$ cat src/rtl/serial_subtractor.sv
// Bit-serial subtractor: diff = a - b - bin, one bit per clock, LSB first.
// Optional two's-complement overflow output enabled by macro SERIAL_SUB_OVF_EN.
module serial_subtractor #(
   parameter int unsigned WIDTH = 8
) (
   input  logic             clk,
   input  logic             rst_n,
   input  logic             start,
   input  logic [WIDTH-1:0] a,
   input  logic [WIDTH-1:0] b,
   input  logic             bin,
   output logic             ready,
   output logic             busy,
   output logic             done,
   output logic [WIDTH-1:0] diff,
`ifdef SERIAL_SUB_OVF_EN
   output logic             ovf,
`endif
   output logic             bout
);

   localparam int unsigned CNT_W = (WIDTH > 1) ? $clog2(WIDTH) : 1;

   typedef enum logic [1:0] {
      IDLE  = 2'd0,
      SHIFT = 2'd1,
      DONE  = 2'd2
   } state_e;

   state_e             state_q, state_d;
   logic [WIDTH-1:0]   a_sr_q, a_sr_d;
   logic [WIDTH-1:0]   b_sr_q, b_sr_d;
   logic               brw_q, brw_d;
   logic [CNT_W-1:0]   cnt_q, cnt_d;
   logic [WIDTH-1:0]   diff_q, diff_d;
   logic               bout_q, bout_d;
   logic               ready_q, ready_d;
   logic               busy_q, busy_d;
   logic               done_q, done_d;
   logic               bit_d;
   logic               brw_nxt;
`ifdef SERIAL_SUB_OVF_EN
   logic               a_msb_q, a_msb_d;
   logic               b_msb_q, b_msb_d;
   logic               ovf_q, ovf_d;
`endif

   // Next-state, datapath and registered-output decode.
   // The minuend register doubles as the result register: difference bits
   // enter at the MSB as operand bits leave at the LSB.
   always_comb begin
      state_d = state_q;
      a_sr_d  = a_sr_q;
      b_sr_d  = b_sr_q;
      brw_d   = brw_q;
      cnt_d   = cnt_q;
      diff_d  = diff_q;
      bout_d  = bout_q;
`ifdef SERIAL_SUB_OVF_EN
      a_msb_d = a_msb_q;
      b_msb_d = b_msb_q;
      ovf_d   = ovf_q;
`endif
      bit_d   = a_sr_q[0] ^ b_sr_q[0] ^ brw_q;
      brw_nxt = (~a_sr_q[0] & b_sr_q[0]) | (~(a_sr_q[0] ^ b_sr_q[0]) & brw_q);

      case (state_q)
         IDLE: begin
            if (start) begin
               a_sr_d  = a;
               b_sr_d  = b;
               brw_d   = bin;
               cnt_d   = '0;
`ifdef SERIAL_SUB_OVF_EN
               a_msb_d = a[WIDTH-1];
               b_msb_d = b[WIDTH-1];
`endif
               state_d = SHIFT;
            end
         end
         SHIFT: begin
            a_sr_d = {bit_d, a_sr_q[WIDTH-1:1]};
            b_sr_d = {1'b0, b_sr_q[WIDTH-1:1]};
            brw_d  = brw_nxt;
            cnt_d  = CNT_W'(cnt_q + 1'b1);
            if (cnt_q == CNT_W'(WIDTH - 1)) begin
               cnt_d   = '0;
               diff_d  = {bit_d, a_sr_q[WIDTH-1:1]};
               bout_d  = brw_nxt;
`ifdef SERIAL_SUB_OVF_EN
               ovf_d   = (a_msb_q != b_msb_q) && (bit_d != a_msb_q);
`endif
               state_d = DONE;
            end
         end
         DONE:    state_d = IDLE;
         default: state_d = IDLE;
      endcase

      ready_d = (state_d == IDLE);
      busy_d  = (state_d == SHIFT);
      done_d  = (state_d == DONE);
   end

   always_ff @(posedge clk or negedge rst_n) begin
      if (!rst_n) begin
         state_q <= IDLE;
         a_sr_q  <= '0;
         b_sr_q  <= '0;
         brw_q   <= 1'b0;
         cnt_q   <= '0;
         diff_q  <= '0;
         bout_q  <= 1'b0;
         ready_q <= 1'b1;
         busy_q  <= 1'b0;
         done_q  <= 1'b0;
`ifdef SERIAL_SUB_OVF_EN
         a_msb_q <= 1'b0;
         b_msb_q <= 1'b0;
         ovf_q   <= 1'b0;
`endif
      end else begin
         state_q <= state_d;
         a_sr_q  <= a_sr_d;
         b_sr_q  <= b_sr_d;
         brw_q   <= brw_d;
         cnt_q   <= cnt_d;
         diff_q  <= diff_d;
         bout_q  <= bout_d;
         ready_q <= ready_d;
         busy_q  <= busy_d;
         done_q  <= done_d;
`ifdef SERIAL_SUB_OVF_EN
         a_msb_q <= a_msb_d;
         b_msb_q <= b_msb_d;
         ovf_q   <= ovf_d;
`endif
      end
   end

   assign ready = ready_q;
   assign busy  = busy_q;
   assign done  = done_q;
   assign diff  = diff_q;
   assign bout  = bout_q;
`ifdef SERIAL_SUB_OVF_EN
   assign ovf   = ovf_q;
`endif

endmodule

$ cat config.mk
export PLATFORM = sky130hd
export DESIGN_NAME = serial_subtractor
export DESIGN_NICKNAME = d
export VERILOG_FILES = /design/src/rtl/serial_subtractor.sv
export SDC_FILE = /design/constraint.sdc
export NUM_CORES = 1
export LEC_CHECK = 0
export CAP_MARGIN = 20
export CORE_MARGIN = 5
export CORE_UTILIZATION = 44
export DETAILED_ROUTE_END_ITERATION = 10
export PLACE_DENSITY = 0.8
export SLEW_MARGIN = 20
export SYNTH_ARGS = -nofsm -noshare
export SYNTH_HDL_FRONTEND = slang
export SYNTH_SLANG_ARGS = --single-unit
$ cat constraint.sdc
create_clock -name clk -period 1.56 [get_ports clk]
set_input_delay 0.156 -clock clk [delete_from_list [all_inputs] [get_ports clk]]
set_output_delay 0.156 -clock clk [all_outputs]
set_load 0.005 [all_outputs]
# --- Word level (Yosys, flattened, before mapping) ---
# Cells that the tools add are included.
op_classes:
  div_mod_pow: 0
  n_eq_ne: 5
  mux: 12
  mul: 0
  add_sub_neg: 1
  reduce_logical: 5
  n_bitwise: 7
  n_shift: 0
  order_cmp: 0
ops:
  columns: ["operator", "count"]
  rows:
  - ["$pmux W8 S2", 2]
  - ["$mux W8", 2]
  - ["$mux W3", 2]
  - ["$pmux W3 S2", 1]
  - ["$eq A2 B1 Y1 const B", 2]
  - ["$logic_not A2 Y1", 2]
  - ["$mux W2", 2]
  - ["$pmux W2 S2", 1]
  - ["$reduce_and A2 Y1", 2]
  - ["$add A3 B1 Y3 const B", 1]
  - ["$eq A3 B3 Y1 const B", 1]
  - ["$and A1 B1 Y1", 2]
  - ["$eq A2 B2 Y1 const B", 1]
  - ["$ne A2 B2 Y1 const B", 1]
  - ["$not A1 Y1", 2]
  - ["$pmux W1 S2", 1]
  - ["$reduce_bool A2 Y1", 1]
  - ["$xor A1 B1 Y1", 2]
  - ["$mux W1", 1]
  - ["$or A1 B1 Y1", 1]
totals:
  out_inout_bits: 12
  register_bits: 34
  ramBits: 0
  elab_cells: 40
  in_bits: 20
  n_memories: 0
  latch_bits: 0
  rom_bits: 0

# --- Depth between registers and ports, before layout ---
# Gate-level depths: netlist of run 1.
depth:
  ltp_word: 5
  depth_mapped: 5

# --- Worst setup path before layout of run 1 ---
# No wires, ideal clock.
synth_timing:
  kind: "flip-flop to flip-flop"
  from: "register cnt_q[0]"
  to: "register diff_q[1] (netlist: diff[1])"
  path_stages_with_launch: 6
  t_arrival_ns: 1.439
  setup_time_ns: 0.125
  slack_ns: -0.004
  n_path_buf: 1
  period_less_slack_ns: 1.564
  required_time_ns: 1.435
  cell_sequence: "dfrtp_1 ha_1 ha_1 nand3b_1 buf_2 mux2_2"
synth_via:
  elab_chain_cells: 2
synth_rtl:
  columns: ["element", "line_no", "text"]
  rows:
  - ["start, declared", "34", "logic [CNT_W-1:0] cnt_q, cnt_d;"]
  - ["start signal, assigned", "127", "cnt_q <= cnt_d;"]
  - ["$eq A3 B3 Y1", "86", "if (cnt_q == CNT_W'(WIDTH - 1)) begin"]
  - ["$reduce_and A2 Y1 (no source line)", null, null]
  - ["end signal, assigned", "128", "diff_q <= diff_d;"]
  - ["end, declared", "35", "logic [WIDTH-1:0] diff_q, diff_d;"]
# Every way passes these cells.
# A chain may end at the register's enable or synchronous reset.

# --- Worst setup path after layout of run 1 ---
layout_timing:
  from: "register a_sr_q[0]"
  to: "register a_sr_q[7]"
layout_via:
  elab_chain_cells: 3
layout_rtl:
  columns: ["element", "line_no", "text"]
  rows:
  - ["start, declared", "31", "logic [WIDTH-1:0] a_sr_q, a_sr_d;"]
  - ["start signal, assigned", "124", "a_sr_q <= a_sr_d;"]
  - ["$xor A1 B1 Y1 (2 in series)", "64", "bit_d = a_sr_q[0] ^ b_sr_q[0] ^ brw_q;"]
  - ["named net bit_d", "40", "logic bit_d;"]
  - ["$pmux W8 S2", "67", "case (state_q)"]
# The timed path passes the listed nets, and every way through them passes these cells.

==> results of run 1 <==
state kept, by name, indices dropped and copies added, names as in the netlist, 2 cells and up:
| signal | cells |
|---|---|
| state_q | 2 |
| diff | 8 |
| b_sr_q | 8 |
| a_sr_q | 8 |
| cnt_q | 3 |
through the flow:
step / hold slack [ps] / instances / worst slack, ps / total power, W / utilization (%)
2_1_floorplan: -140 / 125 / 44.3 / 0.00259 / -
3_3_place_gp: 478 / 202 / -78.3 / 0.00314 / 57.0
3_5_place_dp: 482 / 202 / -147 / 0.00323 / 57.0
4_1_cts: 233 / 210 / 15.7 / 0.00374 / 59.0
5_1_grt: 255 / 213 / 23.2 / 0.00405 / 59.9
6_report: 227 / 213 / 56.5 / 0.00375 / 59.9
repair_timing:
action | in CTS | in global routing
gates cloned | 0 | 0
setup buffers | 0 | 3
setup endpoints to repair | 13 | 9
gates resized for setup | 2 | 3
layer usage:
metal / routed length (um) / track usage [%] / share of wire, % / vias up
li1: - / - / - / 526
met5: 0 / 0 / 0 / -
met2: 1620 / 25.4 / 52 / 37
met4: 34 / 5.96 / 1.1 / 0
met3: 195 / 4.27 / 6.2 / 2
met1: 1280 / 19.0 / 41 / 548
worst paths after layout:
check / startpoint / to / slack [ps]
setup / recovery: a_sr_q[0]$_DFFE_PN0P_ / a_sr_q[7]$_DFFE_PN0P_ / 60
hold / removal: rst_n / done$_DFF_PN0_ / 230
setup reg to reg: a_sr_q[0]$_DFFE_PN0P_ / a_sr_q[7]$_DFFE_PN0P_ / 60
hold reg to reg: a_sr_q[7]$_DFFE_PN0P_ / diff[6]$_DFFE_PN0P_ / 500
max in group asynchronous: rst_n / ready$_DFF_PN1_ / 1000
min in group clk: a[0] / a_sr_q[0]$_DFFE_PN0P_ / 440
cells in the final DEF (no fill, tap or decap), drive strengths merged, types with 2 or more instances in the layout:
cell           instances
a211oi                 3
a21oi                  2
a222oi                13
a22o                   2
buf                   12
clkbuf                 7
clkdlybuf4s50         30
dfrtp                 33
ha                     2
inv                   22
mux2                   8
nor2                  14
nor2b                  2
nor3b                  2
nor4b                  3
power by group:
part	internal [W]	leakage [nW]	total (W)	switching (W)
logic	0.000970	0.488	0.00175	0.000782
clock network	0.000218	0.0353	0.000505	0.000287
registers	0.00131	0.395	0.00150	0.000182
total	0.00250	0.918	0.00375	0.00125
logic make-up after synthesis:
group                      share of synthesized area (%)
buffers and inverters                               9.38
adders and majority gates                           3.04
and+or+nand+nor                                     9.30
AOI/OAI and AO/OA                                   13.9
muxes                                               6.76
DFF                                                 57.6
worst max-delay path, cell delays in order (launching register included):
cell and delay, ps:
dfrtp_1 420, fa_1 590, inv_1 60, a222oi_1 320
cell type report:
type	count	area share, %
Sequential cell	34	43.3
Multi-Input combinational cell	60	25.4
Timing Repair Buffer	43	21.1
Inverter	22	4.20
Tap cell	46	2.93
Clock buffer	7	2.80
Clock inverter	1	0.254
==> flow_metrics.py, run 1 <==
metrics = {
    "clocking": {
        "htreeDepth": 2,
        "cts.root.buffer_cell": "clkbuf_4",
        "tritoncts": "yes",
        "clock_sinks": 34,
        "clockBufferDepth": 2,
        "clkSlewWorstSetupHoldPaths_ps": 100,
        "cts_inserted_buffers": 5,
        "holdBufCountCts": 0,
        "clock_latency_ps": 330,
    },
    "die": {
        "start_util_pct": 45.1,
        "die_h_um": 68,
        "core.rowCount": 21,
        "coreArea_mm2": 0.00328,
        "dieArea_mm2": 0.00462,
        "io_pins": 32,
        "die_w_um": 68,
    },
    "global_routing": {
        "grt_pass1_wl_um": 5160,
        "grt_overflow": 0,
        "grt_max_degree": 35,
        "grtUsageTotal_pct": 15.4,
        "antenna_found_initial": 0,
        "grt_pass1_vias": 1106,
    },
    "drt": {
        "wirelength_um": 3130,
        "drc": 0,
        "avgRoutedWirePerCell_um": 14.7,
        "num_vias": 1113,
        "ant_nets": 0,
        "routed_via_density": 5.23,
        "drtIter0Drc": 150,
        "firstDrtPassIters": 5,
    },
    "sta": {
        "rsz0062_at_grt": "false",
        "period_needed_ps": 1500,
        "slew_headroom_pct": 57.3,
        "tightest_slew_ps": 637,
        "slew_violations": 0,
        "fin_crit_sh_pct": 96.4,
        "finalHoldViolCount": 0,
        "fmax_mhz": 665,
        "finalSetupTns_ps": 0,
        "setup_viol": 0,
        "skew_ps": 2.76,
    },
    "place": {
        "placed_area_mm2": 0.00187,
        "hpwl_um": 2230,
        "io_buffers": 31,
        "gp_congestion": 0.752,
    },
    "layout": {
        "fillCellCount": 260,
        "final_cell_area_mm2": 0.00197,
        "multi_input_area_um2": 499,
        "drive_gt1_share_pct": 17.4,
        "finalNetCount": 189,
        "syn2layout_area_growth_pct": 32.9,
        "antennaDiodeCount": 0,
        "regArea_um2": 852,
    },
    "power_and_ir_drop": {
        "p_per_area_mw_per_mm2": 1910,
        "p_leak_nw": 0.918,
        "peakVddDrop_mv": 0.648,
    },
    "yosys": {
        "ys_warn_count": 0,
        "synthFlopType": "dfrtp_1",
        "synth_top_area_share_pct": 55.8,
        "synth_top_area_cell": "dfrtp_1",
        "ys_seq_elements": 34,
        "ys_top_cells_by_area": "dfrtp_1 (56%), a222oi_1 (8.8%), inv_1 (5.6%)",
        "async_flop_share_pct": 100,
        "synth_most_common_cell": "dfrtp_1",
        "seq_area_frac_synth_pct": 57.6,
        "syn-cell-area_mm2": 0.00148,
        "synth_edf_count": 0,
        "avgSynthCellArea_um2": 11.8,
        "syn_nets": 148,
        "yosysUniqueCellTypes": 26,
        "synthCells": 125,
        "synth_common_cells": "dfrtp_1 (33), inv_1 (22), nor2_1 (14)",
    },
    "status": {
        "status": "finished clean",
    },
    "worst_setup_path": {
        "worst_setup_path_end_kind": "register",
        "cp.required_ps": 1780,
        "rr_worst_depth": 3,
        "cp.arrival_ps": 1720,
        "crit_type": "register to register",
        "path_max_fanout": 2,
        "worstSetupStartpointType": "register",
    },
    "flow_run": {
        "maxCapViolations": 0,
    },
    "hold_path": {
        "hp-class": "input pin to asynchronous set/reset pin",
    },
}
(Power assumes the default switching activity.)
==> run 2, diff against run 1 <==
--- a/config.mk
+++ b/config.mk
@@ -7,9 +7,9 @@
 export LEC_CHECK = 0
 export CAP_MARGIN = 20
 export CORE_MARGIN = 5
-export CORE_UTILIZATION = 44
+export CORE_UTILIZATION = 49
 export DETAILED_ROUTE_END_ITERATION = 10
-export PLACE_DENSITY = 0.8
+export PLACE_DENSITY = 0.84
 export SLEW_MARGIN = 20
 export SYNTH_ARGS = -nofsm -noshare
 export SYNTH_HDL_FRONTEND = slang
==> constraint.sdc (replaced) <==
create_clock -name clk -period 1.55 [get_ports clk]
set_input_delay 0.155 -clock clk [delete_from_list [all_inputs] [get_ports clk]]
set_output_delay 0.155 -clock clk [all_outputs]
set_load 0.005 [all_outputs]
==> run 2 against run 1 <==
  * Utilization increased by 6.5 points
  * Register-to-register slack about the same
  * Cell count fell by 5.6%
  * Total power up 6.5%
  * Critical path depth grew 2
  * Routed wire length rose by 5.7%
==> flow_metrics.py, run 2 (synthesis results as in run 1) <==
metrics = {
    "status": {
        "status": "finished clean",
    },
    "worst_setup_path": {
        "crit_family": "flip-flops",
        "worst_setup_path_end_kind": "register",
        "slowest_stage": "dfrtp_1",
        "cp.required_ps": 1780,
        "r2r-start": "cnt_q[0]$_DFFE_PN0P_",
        "crit_type": "register to register",
        "worst_path_largest_cell_delay_ps": 400,
        "path_buf_inv": 1,
        "cp.arrival_ps": 1730,
        "path_cells": "ha_1, ha_2, nand3b_1, buf_12, mux2_2",
        "cp-startpoint": "cnt_q[0]$_DFFE_PN0P_",
        "worstSetupStartpointType": "register",
        "path_max_fanout": 11,
    },
    "place": {
        "gp_congestion": 0.811,
        "io_buffers": 31,
        "dp_slack_ps": -160,
        "hpwl_um": 2280,
    },
    "sta": {
        "postLayoutSetupSlackWorst_ps": 51.1,
        "hold_slack_ps": 207,
        "finalSetupTns_ps": 0,
        "slew_headroom_pct": 58.4,
        "fmax_mhz": 667,
        "period_needed_ps": 1500,
        "rsz0062_at_grt": "false",
        "finalHoldViolCount": 0,
        "tightest_slew_ps": 620,
        "skew_ps": 5.97,
        "setup_viol": 0,
        "fin_crit_sh_pct": 96.7,
        "slew_violations": 0,
    },
    "global_routing": {
        "grt_pass1_vias": 1147,
        "grt_overflow": 0,
        "antenna_found_initial": 0,
        "grt_pass1_wl_um": 5590,
        "grt_max_degree": 35,
        "grtUsageTotal_pct": 17.6,
    },
    "die": {
        "coreArea_mm2": 0.00298,
        "start_util_pct": 49.7,
        "die_w_um": 65.0,
        "core.rowCount": 20,
        "dieArea_mm2": 0.00422,
        "io_pins": 32,
        "die_h_um": 65.0,
    },
    "layout": {
        "multi_input_area_um2": 504,
        "syn2layout_area_growth_pct": 33.6,
        "finalNetCount": 190,
        "regArea_um2": 852,
        "layout_common_cells": "dfrtp_1 (33), clkdlybuf4s50_1 (30), inv_1 (22)",
        "fillCellCount": 254,
        "final_common_cell": "dfrtp_1",
        "antennaDiodeCount": 0,
        "drive_gt1_share_pct": 17.9,
    },
    "drt": {
        "firstDrtPassIters": 4,
        "wirelength_um": 3310,
        "routed_via_density": 5.71,
        "drc": 0,
        "num_vias": 1148,
        "drtIter0Drc": 113,
        "ant_nets": 0,
        "avgRoutedWirePerCell_um": 16.5,
    },
    "clocking": {
        "cts_inserted_buffers": 5,
        "tritoncts": "yes",
        "holdBufCountCts": 0,
        "cts.root.buffer_cell": "clkbuf_4",
        "htreeDepth": 2,
        "clkSlewWorstSetupHoldPaths_ps": 110,
        "clockBufferDepth": 2,
        "clock_sinks": 34,
        "clock_latency_ps": 340,
    },
    "power_and_ir_drop": {
        "p_per_area_mw_per_mm2": 2020,
        "p_leak_nw": 0.939,
        "peakVddDrop_mv": 0.868,
    },
    "hold_path": {
        "hp-class": "input pin to asynchronous set/reset pin",
    },
    "flow_run": {
        "maxCapViolations": 0,
    },
}
-- run 2: cell count changes in the layout (fill, tap and decap cells not counted), sizes merged --
| cell | before | now |
|---|---|---|
| bufinv | 0 | 1 |
| clkinv | 1 | 0 |
| buf | 12 | 13 |
-- run 2: path summary, 6_finish.rpt --
kind                                          to  cells after the start  slack [ps]
hold / removal                    done$_DFF_PN0_                      2         210
setup / recovery             diff[3]$_DFFE_PN0P_                      5          50
max in group asynchronous        ready$_DFF_PN1_                      2        1010
setup reg to reg             diff[3]$_DFFE_PN0P_                      5          50
hold reg to reg              diff[5]$_DFFE_PN0P_                      1         500
min in group clk           a_sr_q[0]$_DFFE_PN0P_                      3         410
-- run 2: timing repair --
| item | 4_1_cts | 5_1_grt |
|---|---|---|
| pin swaps | 0 | 1 |
| resized for setup | 2 | 4 |
| endpoints found under the setup margin | 15 | 9 |
| setup buffers | 1 | 2 |
-- run 2: area by class of cell --
type | count | area share, %
flip-flops and latches | 34 | 43.1
clock buffers | 7 | 2.28
repair buffers | 44 | 21.4
multi-input cells | 60 | 25.5
well taps | 33 | 2.09
inverters | 22 | 4.17
clock inverters | 1 | 1.52
-- run 2: report_power, final --
group / internal (W) / leakage (nW) / total (W) / switching (W)
clock: 0.000342 / 0.0395 / 0.000645 / 0.000303
combinational: 0.00103 / 0.505 / 0.00183 / 0.000804
sequential: 0.00132 / 0.395 / 0.00152 / 0.000200
total: 0.00269 / 0.939 / 0.00400 / 0.00131
-- run 2: through the flow --
stage | cell area [um^2] | instances | power (W) | utilization [%]
after floorplan | 1480 | 125 | 0.00261 | -
after global placement | 1860 | 190 | 0.00316 | 62.6
after detailed placement | 1860 | 190 | 0.00328 | 62.6
after CTS | 1950 | 199 | 0.00396 | 65.5
after global routing | 1980 | 201 | 0.00431 | 66.4
final | 1980 | 201 | 0.00400 | 66.4
-- run 2: per-layer routing --
layer	GRT usage [%]	up-vias	wire (um)	share of wire (%)
met3	5.20	7	213	6.4
met1	22.6	571	1360	41
met5	0	-	0	0
met4	7.12	0	54	1.6
met2	27.8	41	1680	51
li1	-	529	-	-
==> run 3, diff against run 2 <==
--- a/config.mk
+++ b/config.mk
@@ -9,7 +9,7 @@
 export CORE_MARGIN = 5
 export CORE_UTILIZATION = 49
 export DETAILED_ROUTE_END_ITERATION = 10
-export PLACE_DENSITY = 0.84
+export PLACE_DENSITY = 0.78
 export SLEW_MARGIN = 20
 export SYNTH_ARGS = -nofsm -noshare
 export SYNTH_HDL_FRONTEND = slang
==> run 3 against run 2 <==
  * Total power shrank 4.3%
  * Clock power shrank 20%
  * Cell count is the same
  * Flip-flop and latch count is the same
==> flow_metrics.py, run 3 (synthesis results as in run 1) <==
metrics = {
    "sta": {
        "setup_viol": 0,
        "skew_ps": 5.74,
        "rsz0062_at_grt": "true",
        "fin_crit_sh_pct": 96.9,
        "postLayoutSetupSlackWorst_ps": 48.3,
        "fmax_mhz": 666,
        "slew_headroom_pct": 59.3,
        "hold_slack_ps": 174,
        "slew_violations": 0,
        "tightest_slew_ps": 608,
        "finalHoldViolCount": 0,
        "finalSetupTns_ps": 0,
        "period_needed_ps": 1500,
    },
    "power_and_ir_drop": {
        "comb_power_share_pct": 47.1,
        "pwr-share-clk_pct": 13.5,
        "p_per_area_mw_per_mm2": 1940,
        "intPower_w": 0.00254,
        "swShare_pct": 33.7,
        "p_switching_w": 0.00129,
        "peakVddDrop_mv": 0.876,
        "p_leak_nw": 0.928,
        "power_frac_seq_pct": 39.4,
    },
    "worst_setup_path": {
        "crit_family": "adder cells",
        "rr_endpoint": "a_sr_q[7]$_DFFE_PN0P_",
        "r2r_setup_slack_ps": 50,
        "worst_path_largest_cell_delay_ps": 560,
        "cp.required_ps": 1770,
        "worstSetupStartpointType": "register",
        "r2r-start": "a_sr_q[0]$_DFFE_PN0P_",
        "path_buf_inv": 1,
        "path_max_fanout": 2,
        "path_depth": 3,
        "path_cells": "fa_1, inv_1, a222oi_1",
        "crit_type": "register to register",
        "rr_worst_depth": 3,
        "worst_setup_path_end_kind": "register",
        "slowest_stage": "fa_1",
        "cp.arrival_ps": 1720,
    },
    "layout": {
        "instances_no_fill": 201,
        "layout_common_cells": "dfrtp_1 (33), clkdlybuf4s50_1 (30), inv_1 (22)",
        "drive_gt1_share_pct": 17.9,
        "final_cell_area_mm2": 0.00197,
        "antennaDiodeCount": 0,
        "final_common_cell": "dfrtp_1",
        "fillCellCount": 223,
        "syn2layout_area_growth_pct": 33.2,
        "finalNetCount": 190,
    },
    "place": {
        "hpwl_um": 2300,
        "io_buffers": 31,
        "dp_slack_ps": -168,
        "gp_congestion": 0.816,
        "place_inst": 190,
        "placed_area_mm2": 0.00188,
    },
    "clocking": {
        "cts.root.buffer_cell": "clkbuf_4",
        "htreeDepth": 2,
        "clockBufferDepth": 2,
        "tritoncts": "yes",
        "clock_sinks": 34,
        "clkSlewWorstSetupHoldPaths_ps": 110,
        "clock_latency_ps": 340,
        "cts_inserted_buffers": 5,
        "holdBufCountCts": 0,
    },
    "die": {
        "io_pins": 32,
        "die_w_um": 65.0,
        "start_util_pct": 49.7,
        "die_h_um": 65.0,
        "core.rowCount": 20,
        "coreArea_mm2": 0.00298,
        "dieArea_mm2": 0.00422,
    },
    "drt": {
        "routed_via_density": 5.58,
        "avgRoutedWirePerCell_um": 15.7,
        "drc": 0,
        "ant_nets": 0,
        "num_vias": 1122,
        "firstDrtPassIters": 5,
        "wirelength_um": 3150,
        "drtIter0Drc": 75,
    },
    "global_routing": {
        "grt_pass1_vias": 1151,
        "grtUsageTotal_pct": 17.2,
        "antenna_found_initial": 0,
        "grt_pass1_wl_um": 5530,
        "grt_max_degree": 35,
        "grt_overflow": 0,
    },
    "flow_run": {
        "maxCapViolations": 0,
    },
    "hold_path": {
        "hp-class": "input pin to asynchronous set/reset pin",
    },
    "status": {
        "status": "finished clean",
    },
}
-- run 3: cell types whose count changed in the layout (fill, tap and decap cells not counted) --
cell	before	now
buf_4	12	11
clkinv_2	0	1
buf_12	1	2
clkinvlp_4	0	1
mux2_1	1	3
clkbuf_8	0	1
clkbuf_1	2	0
mux2_4	2	0
bufinv_16	1	0
-- run 3: power by group through the flow --
| stage | combinational [W] | sequential [W] | clock, W |
|---|---|---|---|
| 2_1_floorplan | 0.00110 | 0.00152 | 0 |
| 3_5_place_dp | 0.00177 | 0.00154 | 0 |
| 6_report | 0.00180 | 0.00151 | 0.000517 |
| 4_1_cts | 0.00179 | 0.00152 | 0.000536 |
| 3_3_place_gp | 0.00167 | 0.00151 | 0 |
| 5_1_grt | 0.00200 | 0.00156 | 0.000569 |
-- run 3: per-stage QoR --
| stage | power [W] | utilization (%) |
|---|---|---|
| 2_1_floorplan | 0.00261 | - |
| 3_3_place_gp | 0.00318 | 63.0 |
| 3_5_place_dp | 0.00330 | 63.0 |
| 4_1_cts | 0.00385 | 65.5 |
| 5_1_grt | 0.00414 | 66.2 |
| 6_report | 0.00383 | 66.2 |
-- run 3: worst max path at each step --
| stage | from | end | slack (ps) |
|---|---|---|---|
| after detailed placement | start | a_sr_q[5]$_DFFE_PN0P_ | -170 |
| after global routing | a_sr_q[0]$_DFFE_PN0P_ | a_sr_q[7]$_DFFE_PN0P_ | -30 |
| after CTS | ready$_DFF_PN1_ | ready | 6 |
| after global placement | start | a_sr_q[6]$_DFFE_PN0P_ | -110 |
| after floorplan | cnt_q[0]$_DFFE_PN0P_ | diff[1]$_DFFE_PN0P_ | 30 |
| final | a_sr_q[0]$_DFFE_PN0P_ | a_sr_q[7]$_DFFE_PN0P_ | 50 |
-- run 3: area by class of cell --
type	count	area, um^2	area share (%)
Sequential cell	34	852	43.2
Multi-Input combinational cell	60	497	25.2
Timing Repair Buffer	44	435	22.1
Inverter	22	82.6	4.19
Clock buffer	6	51.3	2.60
Tap cell	33	41.3	2.09
Clock inverter	2	12.5	0.635
-- run 3: per-layer routing --
| layer | GRT usage [%] | part of all wire, % |
|---|---|---|
| met1 | 21.4 | 43 |
| met3 | 5.89 | 6.5 |
| met4 | 5.54 | 1.3 |
| met2 | 28.1 | 50 |
| met5 | 0 | 0 |
-- run 3: worst reg2reg max path: cells and delay by family, from the launching register on --
family / cells / cell delay, ps
AO/OA/AOI/OAI: 1 / 360
flip-flops: 1 / 420
adder cells (fa/ha/maj): 1 / 560
buffers and inverters: 1 / 60
-- run 3: repair_timing --
item / 4_1_cts / 5_1_grt
hold endpoints to repair: 0 / 0
endpoints found under the setup margin: 15 / 20
buffers inserted: 1 / 2
resized for setup: 1 / 3
pin swaps: 0 / 3
